File: src/rtl/spi_master_core.sv
// Full-duplex SPI shift engine: 8/16/24/32-bit transfers in all four CPOL/CPHA modes,
// two chip selects, optional internal loopback and chip-select hold between transfers.
module spi_master_core #(
  parameter int DIV_W  = 16,
  parameter int NUM_CS = 2
) (
  input  logic              clk,
  input  logic              rst,
  input  logic [31:0]       spi_bitrate,
  input  logic [31:0]       spi_data_out,
  input  logic [8:0]        spi_ctrl,
  output logic [31:0]       spi_data_in,
  output logic              busy,
  output logic              done,
  output logic              sclk,
  output logic              mosi,
  input  logic              miso,
  output logic [NUM_CS-1:0] cs_n
);

  typedef enum logic [2:0] {
    IDLE  = 3'd0,
    SETUP = 3'd1,
    SHIFT = 3'd2,
    HOLD  = 3'd3,
    DONE  = 3'd4
  } state_t;

  localparam logic [DIV_W-1:0] DIV_ONE = DIV_W'(1);

  // The transmit word is pre-aligned so the outgoing bit is always at bit 31 (MSB first) or bit 0.
  function automatic logic out_bit(input logic [31:0] w, input logic lsb);
    return lsb ? w[0] : w[31];
  endfunction

  function automatic logic [31:0] shift_tx(input logic [31:0] w, input logic lsb);
    return lsb ? {1'b0, w[31:1]} : {w[30:0], 1'b0};
  endfunction

  state_t            state_q, state_d;
  logic              start_q, start_d;
  logic [DIV_W-1:0]  cnt_q, cnt_d;
  logic [DIV_W-1:0]  half_q, half_d;
  logic [6:0]        edge_q, edge_d;
  logic [1:0]        len_q, len_d;
  logic              cpol_q, cpol_d;
  logic              cpha_q, cpha_d;
  logic              lsb_q, lsb_d;
  logic              hold_q, hold_d;
  logic              loop_q, loop_d;
  logic [31:0]       tx_q, tx_d;
  logic [31:0]       rx_q, rx_d;
  logic [31:0]       data_in_q, data_in_d;
  logic              busy_q, busy_d;
  logic              done_q, done_d;
  logic              sclk_q, sclk_d;
  logic              mosi_q, mosi_d;
  logic [NUM_CS-1:0] cs_n_q, cs_n_d;

  logic [DIV_W-1:0]  half_s;
  logic [6:0]        two_n_s;
  logic [6:0]        edge_nxt_s;
  logic [4:0]        shamt_s;
  logic              leading_s;
  logic              drive_s;
  logic              sample_s;
  logic              edge_go_s;
  logic [31:0]       tx_load_s;
  logic              unused_bits;

  assign unused_bits = ^spi_bitrate[31:DIV_W];
  assign half_s      = (spi_bitrate[DIV_W-1:0] == '0) ? DIV_ONE : spi_bitrate[DIV_W-1:0];
  assign two_n_s     = {({1'b0, len_q} + 3'd1), 4'b0000};
  assign shamt_s     = {~len_q, 3'b000};
  assign edge_nxt_s  = edge_q + 7'd1;
  // Odd-numbered edges (edge_q even before the toggle) are leading edges.
  assign leading_s   = ~edge_q[0];
  assign drive_s     = cpha_q ? leading_s : (~leading_s && (edge_nxt_s != two_n_s));
  assign sample_s    = loop_q ? mosi_q : miso;

  // Next-state and datapath logic for the transfer sequencer.
  always_comb begin
    state_d   = state_q;
    start_d   = spi_ctrl[0];
    cnt_d     = cnt_q;
    half_d    = half_q;
    edge_d    = edge_q;
    len_d     = len_q;
    cpol_d    = cpol_q;
    cpha_d    = cpha_q;
    lsb_d     = lsb_q;
    hold_d    = hold_q;
    loop_d    = loop_q;
    tx_d      = tx_q;
    rx_d      = rx_q;
    data_in_d = data_in_q;
    busy_d    = busy_q;
    done_d    = 1'b0;
    sclk_d    = sclk_q;
    mosi_d    = mosi_q;
    cs_n_d    = cs_n_q;
    edge_go_s = 1'b0;
    tx_load_s = spi_ctrl[3] ? spi_data_out : (spi_data_out << {~spi_ctrl[5:4], 3'b000});

    case (state_q)
      IDLE: begin
        sclk_d = spi_ctrl[1];
        cs_n_d = spi_ctrl[7] ? cs_n_q : {NUM_CS{1'b1}};
        if (spi_ctrl[0] && !start_q) begin
          state_d = SETUP;
          busy_d  = 1'b1;
          half_d  = half_s;
          cnt_d   = half_s - DIV_ONE;
          edge_d  = 7'd0;
          len_d   = spi_ctrl[5:4];
          cpol_d  = spi_ctrl[1];
          cpha_d  = spi_ctrl[2];
          lsb_d   = spi_ctrl[3];
          hold_d  = spi_ctrl[7];
          loop_d  = spi_ctrl[8];
          rx_d    = 32'd0;
          cs_n_d  = {NUM_CS{1'b1}};
          cs_n_d[spi_ctrl[6]] = 1'b0;
          if (spi_ctrl[2]) begin
            tx_d = tx_load_s;
          end else begin
            mosi_d = out_bit(tx_load_s, spi_ctrl[3]);
            tx_d   = shift_tx(tx_load_s, spi_ctrl[3]);
          end
        end else begin
          state_d = IDLE;
        end
      end
      SETUP: begin
        if (cnt_q == '0) begin
          state_d   = SHIFT;
          edge_go_s = 1'b1;
        end else begin
          cnt_d = cnt_q - DIV_ONE;
        end
      end
      SHIFT: begin
        // The half period following the final edge is still spent in SHIFT.
        if (cnt_q != '0) begin
          cnt_d = cnt_q - DIV_ONE;
        end else if (edge_q == two_n_s) begin
          state_d = HOLD;
          cnt_d   = half_q - DIV_ONE;
        end else begin
          edge_go_s = 1'b1;
        end
      end
      HOLD: begin
        if (cnt_q == '0) begin
          state_d   = DONE;
          done_d    = 1'b1;
          busy_d    = 1'b0;
          data_in_d = lsb_q ? (rx_q >> shamt_s) : rx_q;
          cs_n_d    = hold_q ? cs_n_q : {NUM_CS{1'b1}};
        end else begin
          cnt_d = cnt_q - DIV_ONE;
        end
      end
      DONE: begin
        state_d = IDLE;
      end
      default: begin
        state_d = IDLE;
      end
    endcase

    if (edge_go_s) begin
      cnt_d  = half_q - DIV_ONE;
      sclk_d = ~sclk_q;
      edge_d = edge_nxt_s;
      if (leading_s ^ cpha_q) begin
        rx_d = lsb_q ? {sample_s, rx_q[31:1]} : {rx_q[30:0], sample_s};
      end else begin
        rx_d = rx_q;
      end
      if (drive_s) begin
        mosi_d = out_bit(tx_q, lsb_q);
        tx_d   = shift_tx(tx_q, lsb_q);
      end else begin
        mosi_d = mosi_q;
      end
    end else begin
      edge_d = edge_d;
    end
  end

  // State and output registers with synchronous reset.
  always_ff @(posedge clk) begin
    if (rst) begin
      state_q   <= IDLE;
      start_q   <= 1'b0;
      cnt_q     <= '0;
      half_q    <= DIV_ONE;
      edge_q    <= 7'd0;
      len_q     <= 2'd0;
      cpol_q    <= 1'b0;
      cpha_q    <= 1'b0;
      lsb_q     <= 1'b0;
      hold_q    <= 1'b0;
      loop_q    <= 1'b0;
      tx_q      <= 32'd0;
      rx_q      <= 32'd0;
      data_in_q <= 32'd0;
      busy_q    <= 1'b0;
      done_q    <= 1'b0;
      sclk_q    <= 1'b0;
      mosi_q    <= 1'b0;
      cs_n_q    <= {NUM_CS{1'b1}};
    end else begin
      state_q   <= state_d;
      start_q   <= start_d;
      cnt_q     <= cnt_d;
      half_q    <= half_d;
      edge_q    <= edge_d;
      len_q     <= len_d;
      cpol_q    <= cpol_d;
      cpha_q    <= cpha_d;
      lsb_q     <= lsb_d;
      hold_q    <= hold_d;
      loop_q    <= loop_d;
      tx_q      <= tx_d;
      rx_q      <= rx_d;
      data_in_q <= data_in_d;
      busy_q    <= busy_d;
      done_q    <= done_d;
      sclk_q    <= sclk_d;
      mosi_q    <= mosi_d;
      cs_n_q    <= cs_n_d;
    end
  end

  assign spi_data_in = data_in_q;
  assign busy        = busy_q;
  assign done        = done_q;
  assign sclk        = sclk_q;
  assign mosi        = mosi_q;
  assign cs_n        = cs_n_q;

endmodule

File: config.mk
export PLATFORM = sky130hd
export DESIGN_NAME = spi_master_core
export DESIGN_NICKNAME = d
export VERILOG_FILES = /design/src/rtl/spi_master_core.sv
export SDC_FILE = /design/constraint.sdc
export NUM_CORES = 1
export LEC_CHECK = 0
export CORE_MARGIN = 2
export CORE_UTILIZATION = 50
export CTS_CLUSTER_SIZE = 14
export DETAILED_ROUTE_END_ITERATION = 7
export PLACE_DENSITY = 0.72
export SKIP_LAST_GASP = 1
export SLEW_MARGIN = 20
export SYNTH_ARGS = -nofsm -noshare
export SYNTH_HDL_FRONTEND = slang
export SYNTH_SLANG_ARGS = --single-unit
File: constraint.sdc
create_clock -name clk -period 4.5 [get_ports clk]
set_input_delay 0.45 -clock clk [delete_from_list [all_inputs] [get_ports clk]]
set_output_delay 0.45 -clock clk [all_outputs]
set_load 0.03 [all_outputs]
======== After elaboration in Yosys (flattened, before gate mapping) ========
Index checks and enable logic that the tools add are counted.
word-level totals
  input bits .............................. 76
  bits in registers ....................... 151
  word-level logic and storage cells ...... 130
  output and inout bits ................... 38
cells by class
  add/subtract/negate cells ............... 5
  bitwise logic cells ..................... 7
  reduce and logical (&&, ||, !) cells .... 23
  multiplexer cells ....................... 55
  shift operators ......................... 2
  order comparisons ....................... 2
  equal/unequal tests ..................... 18
operators with widths
  cell                   count
  $mux 32                14
  $mux 16                6
  $pmux 16 s3            1
  $sub 16x1->16 const B  3
  $logic_not 16->1       2
  $shl 32x5->32          1
  $shr 32x5->32          1
  $mux 7                 3
  $mux 1                 18
  $reduce_and 4->1       4
  $reduce_bool 16->1     1
  $ne 2x2->1 const B     7
  $mux 3                 4
  $pmux 3 s4             1
  $ne 3x3->1 const B     3
  $mux 2                 4
  $add 7x1->7 const B    1
  $eq 7x7->1             1
  $ne 7x7->1             1
  $eq 3x2->1 const B     2
  $not 2->2              3
  $reduce_and 2->1       3
  $reduce_and 3->1       2
  $reduce_bool 2->1      3
  16 further kinds       23

======== Logic depth before layout (Yosys ltp) ========
  depth after elaboration ................. 9
  mapped depth ............................ 11
  mapped depth without buffers ............ 10

======== Worst setup path before layout ========
OpenSTA, ideal clock, no wires.
  kind .................................... register to register
  start ................................... register cnt_q[0]
  end ..................................... register tx_q[19]
  stages on the path, launching flop included .. 11
  setup slack ............................. 1.948 ns
  arrival ................................. 2.412 ns
  path through ............................ dfxtp_1 inv_1 ha_1 or4b_1 buf_2 nor3_4 o211ai_2 a211oi_2 buf_4 buf_2 a211oi_2
between the ends
  longest elaborated chain between the ends .. 4
  elaborated cells between the ends (all ways) .. 6
RTL lines
  element                                                        line      text
  start, declared                                                42        logic [DIV_W-1:0] cnt_q, cnt_d;
  start signal, assigned                                         217       cnt_q <= cnt_d;
  $reduce_bool 16->1 / $logic_not 16->1 (equally long branches)  144, 135
  $mux 1 (on tied branches)                                      144, 135
  $pmux 1 s2 *                                                   105       case (state_q)
  $mux 32 *                                                      172       if (edge_go_s) begin
  end signal, assigned                                           226       tx_q <= tx_d;
  end, declared                                                  51        logic [31:0] tx_q, tx_d;
Every way passes the cells marked *; elsewhere a longest branch is shown, timed or not.
A chain may end at the register's enable or synchronous reset.

======== Worst setup path after layout ========
  start ................................... register cnt_q[1]
  end ..................................... register tx_q[20]
Same word-level chain as after synthesis.

==> flow_metrics.tcl <==
set metrics [dict create \
    status "finished clean" \
    synth_top_area_share_pct 30.8 \
    worst_pin_slew_ns 1.02 \
    use_met1_pct 36.8 \
    critPathLaunchType "flop" \
    finalCritPeriodShare_pct 76.5 \
    ir_drop_v 0.000265 \
    multiInputGateArea_sq_mm 0.00630 \
    io_buffers 97 \
    routed_wl_um 26200 \
    dieWidth_um 144 \
    cp_max_fo 50 \
    postSynthCellCount 1167 \
    register_area_sq_mm 0.00303 \
    cts_tree "built" \
    cts.sinks 151 \
    grt_usage_pct 25.4 \
    row_count 51 \
    drtIter0Drc 789 \
    ys_warn_count 0 \
    n_fill_cell 1728 \
    grt_pass1_vias 8222 \
    grt_pass1_wl_um 42800 \
    synth.area.top_cells "dfxtp_1 (31%), mux2i_1 (6.0%), a21oi_1 (5.8%)" \
    dieArea_sq_mm 0.0207 \
    final_common_cell "dfxtp_1" \
    die_h_um 144 \
    clk_latency_ns 0.43 \
    cts_resized 0 \
    hold_class "flop to flop" \
    layout_common_cells "dfxtp_1 (150), nand2_1 (130), a21oi_1 (113)" \
    grt_setup_unrepaired "false" \
    firstDrtPassIters 7 \
    critical_path_required_ns 4.84 \
    timing.fmax_ghz 0.291 \
    htreeDepth 4 \
    path_clk_slew_ns 0.07 \
    ant_nets 0 \
    holdPathEnd "spi_data_in[25]" \
    grt-ovfl-total 0 \
    synth_fp_nets 1250 \
    cts_root_buf "clkbuf_16" \
    synth.largest_area_cell "dfxtp_1" \
    synth_ff_type "dfxtp_1" \
    synth_area_per_cell_sq_um 8.40 \
    io-pin-count 114 \
    postCtsHoldBufs 0 \
    maxCapViolCount 0 \
    synthArstFlopShare_pct 0 \
    r2r_cells 9 \
    core_area_sq_mm 0.0193 \
    end_kind "flop" \
    cp_cell_sequence "inv_1 > ha_1 > or4b_1 > nor3_4 > o211ai_2 > a211oi_4 > buf_12 > a211oi_1 > a211oi_2" \
    clock_path_buffers 2 \
    worst_hold_path.num_cells 2 \
    power_w 0.00359 \
    worst_path_max_delay_cell "or4b_1" \
    worstReg2RegStart "cnt_q[1]" \
    antenna_found_initial 0 \
    ys_seq_area_share_pct 30.8 \
    min_from "spi_data_in[25]" \
    timing_max_transition_violations_final 0 \
    fin_crit_ns 3.44 \
    drc 0 \
    diodes 0 \
    place.gp.congestion 0.908 \
    synth-seq-cells 151 \
    leakage_nw 3.79 \
    pwr_density_cell_mw_per_mm2 315 \
    wire_per_inst_um 17.8 \
    setup_violations 0 \
    placed_cells 1438 \
    num-nets-final 1275 \
    met2_usage_pct 38.7 \
    synthToLayoutAreaGrowth_pct 16.4 \
    synth_edf_count 0 \
    final_cells 1469 \
    cts_setup_buffers 0 \
    r2r-end "tx_q[20]" \
    fin_tns_setup_ns 0 \
    busiest_layer "met2" \
    via_per_inst 6.28 \
    final_layout_size_suffix_gt1_share_pct 12.8 \
    skew_ns 0.00836 \
    slew_headroom_pct 31.4 \
    synthDistinctLibCells 77 \
    cpPeakStageDelay_ns 0.70 \
    hold_violations 0 \
    dpl.hpwl_um 17400 \
    r2r_setup_slack_ns 1.06 \
    path_class "flop to flop" \
    grt_max_degree 83 \
    cts_made_buffers 17 \
    cp.arrival_ns 3.78 \
    grt_util_met3_pct 4.01 \
    vias 9226 \
    initial_utilization_pct 50.7 \
    synth.cell_area_sq_mm 0.00980 \
]
## report_power, final
group | switching, W | leakage, nW | internal, W | total (W)
Clock | 0.000619 | 0.281 | 0.000808 | 0.00143
Combinational | 0.000405 | 2.28 | 0.000299 | 0.000704
Sequential | 0.0000693 | 1.23 | 0.00139 | 0.00146
Total | 0.00109 | 3.79 | 0.00250 | 0.00359
## synthesized netlist by cell type, types with 11 or more instances
| master | instances |
|---|---|
| a21oi_1 | 113 |
| dfxtp_1 | 151 |
| nor2_1 | 72 |
| o21ai_0 | 26 |
| xnor2_1 | 20 |
| a21o_1 | 11 |
| nand3_1 | 54 |
| nand2_1 | 130 |
| clkbuf_1 | 70 |
| inv_1 | 14 |
| buf_1 | 20 |
| xor2_1 | 18 |
| a22oi_1 | 27 |
| a211oi_1 | 74 |
| mux2_2 | 50 |
| nor3_1 | 21 |
| a22o_1 | 12 |
| nor2b_1 | 12 |
| a211oi_2 | 12 |
| buf_2 | 14 |
| mux2i_1 | 59 |
| or3_1 | 15 |
| mux4_2 | 19 |
## per-stage QoR
step           utilization [%]  cell area [sq um]  hold slack (ns)  worst slack [ns]
6_report                  59.0              11400            0.449              1.06
5_1_grt                   59.0              11400            0.461             0.850
4_1_cts                   59.0              11400            0.452              1.07
3_5_place_dp              56.0              10800            0.443              1.09
3_3_place_gp              56.0              10800            0.438              1.13
2_1_floorplan                -               9800            0.436              1.95
## how the worst max path moves through the flow
| stage | startpoint | to | slack, ns | cells after the start |
|---|---|---|---|---|
| floorplan | cnt_q[0] | tx_q[19] | 1.95 | 10 |
| global placement | spi_bitrate[8] | cnt_q[14] | 1.13 | 11 |
| detailed placement | spi_bitrate[8] | cnt_q[14] | 1.09 | 11 |
| CTS | cnt_q[0] | tx_q[20] | 1.07 | 9 |
| global route | cnt_q[0] | tx_q[8] | 0.85 | 9 |
| finish | cnt_q[1] | tx_q[20] | 1.06 | 9 |
## layer usage
metal	wire length, um	up-vias
li1	-	4426
met1	12000	4394
met2	11800	358
met3	1860	48
met4	514	0
met5	0	-
## sequential cells by signal, summed over array words and instances (netlist names)
name and count:
mosi 1, state_q 3, len_q 2, rx_q 32, lsb_q 1, spi_data_in 32, edge_q 7, cnt_q 16
cs_n 2, hold_q 1, sclk 1, busy 1, cpha_q 1, start_q 1, done 1, tx_q 32
loop_q 1, half_q 16
## area by class of cell
class                   count  share of cell area, %
well taps                 265                   2.91
repair buffers            114                   9.68
clock inverters            13                   1.18
flip-flops and latches    151                   26.5
multi-input cells         893                   55.2
clock buffers              18                   3.95
inverters                  15                  0.494
## critical path, delay by kind of cell (launching register included)
family,cells,cell delay (ns)
AOI/OAI and AO/OA,4,1.18
buffers and inverters,2,0.46
and+or+nand+nor,2,1.16
adders and majority gates,1,0.19
DFF,1,0.35
## cell families (layout without fill, tap and decap cells)
| logic type | count (synthesis) | in the layout | synth area share (%) |
|---|---|---|---|
| AOI/OAI and AO/OA | 354 | 354 | 25.2 |
| xor gates and xnor gates | 39 | 39 | 3.64 |
| adders and majority gates | 7 | 7 | 0.894 |
| buffers and inverters | 123 | 160 | 5.08 |
| DFF | 151 | 151 | 30.8 |
| muxes | 128 | 128 | 16.1 |
| and+or+nand+nor | 365 | 365 | 18.2 |
(Power assumes the default switching activity.)
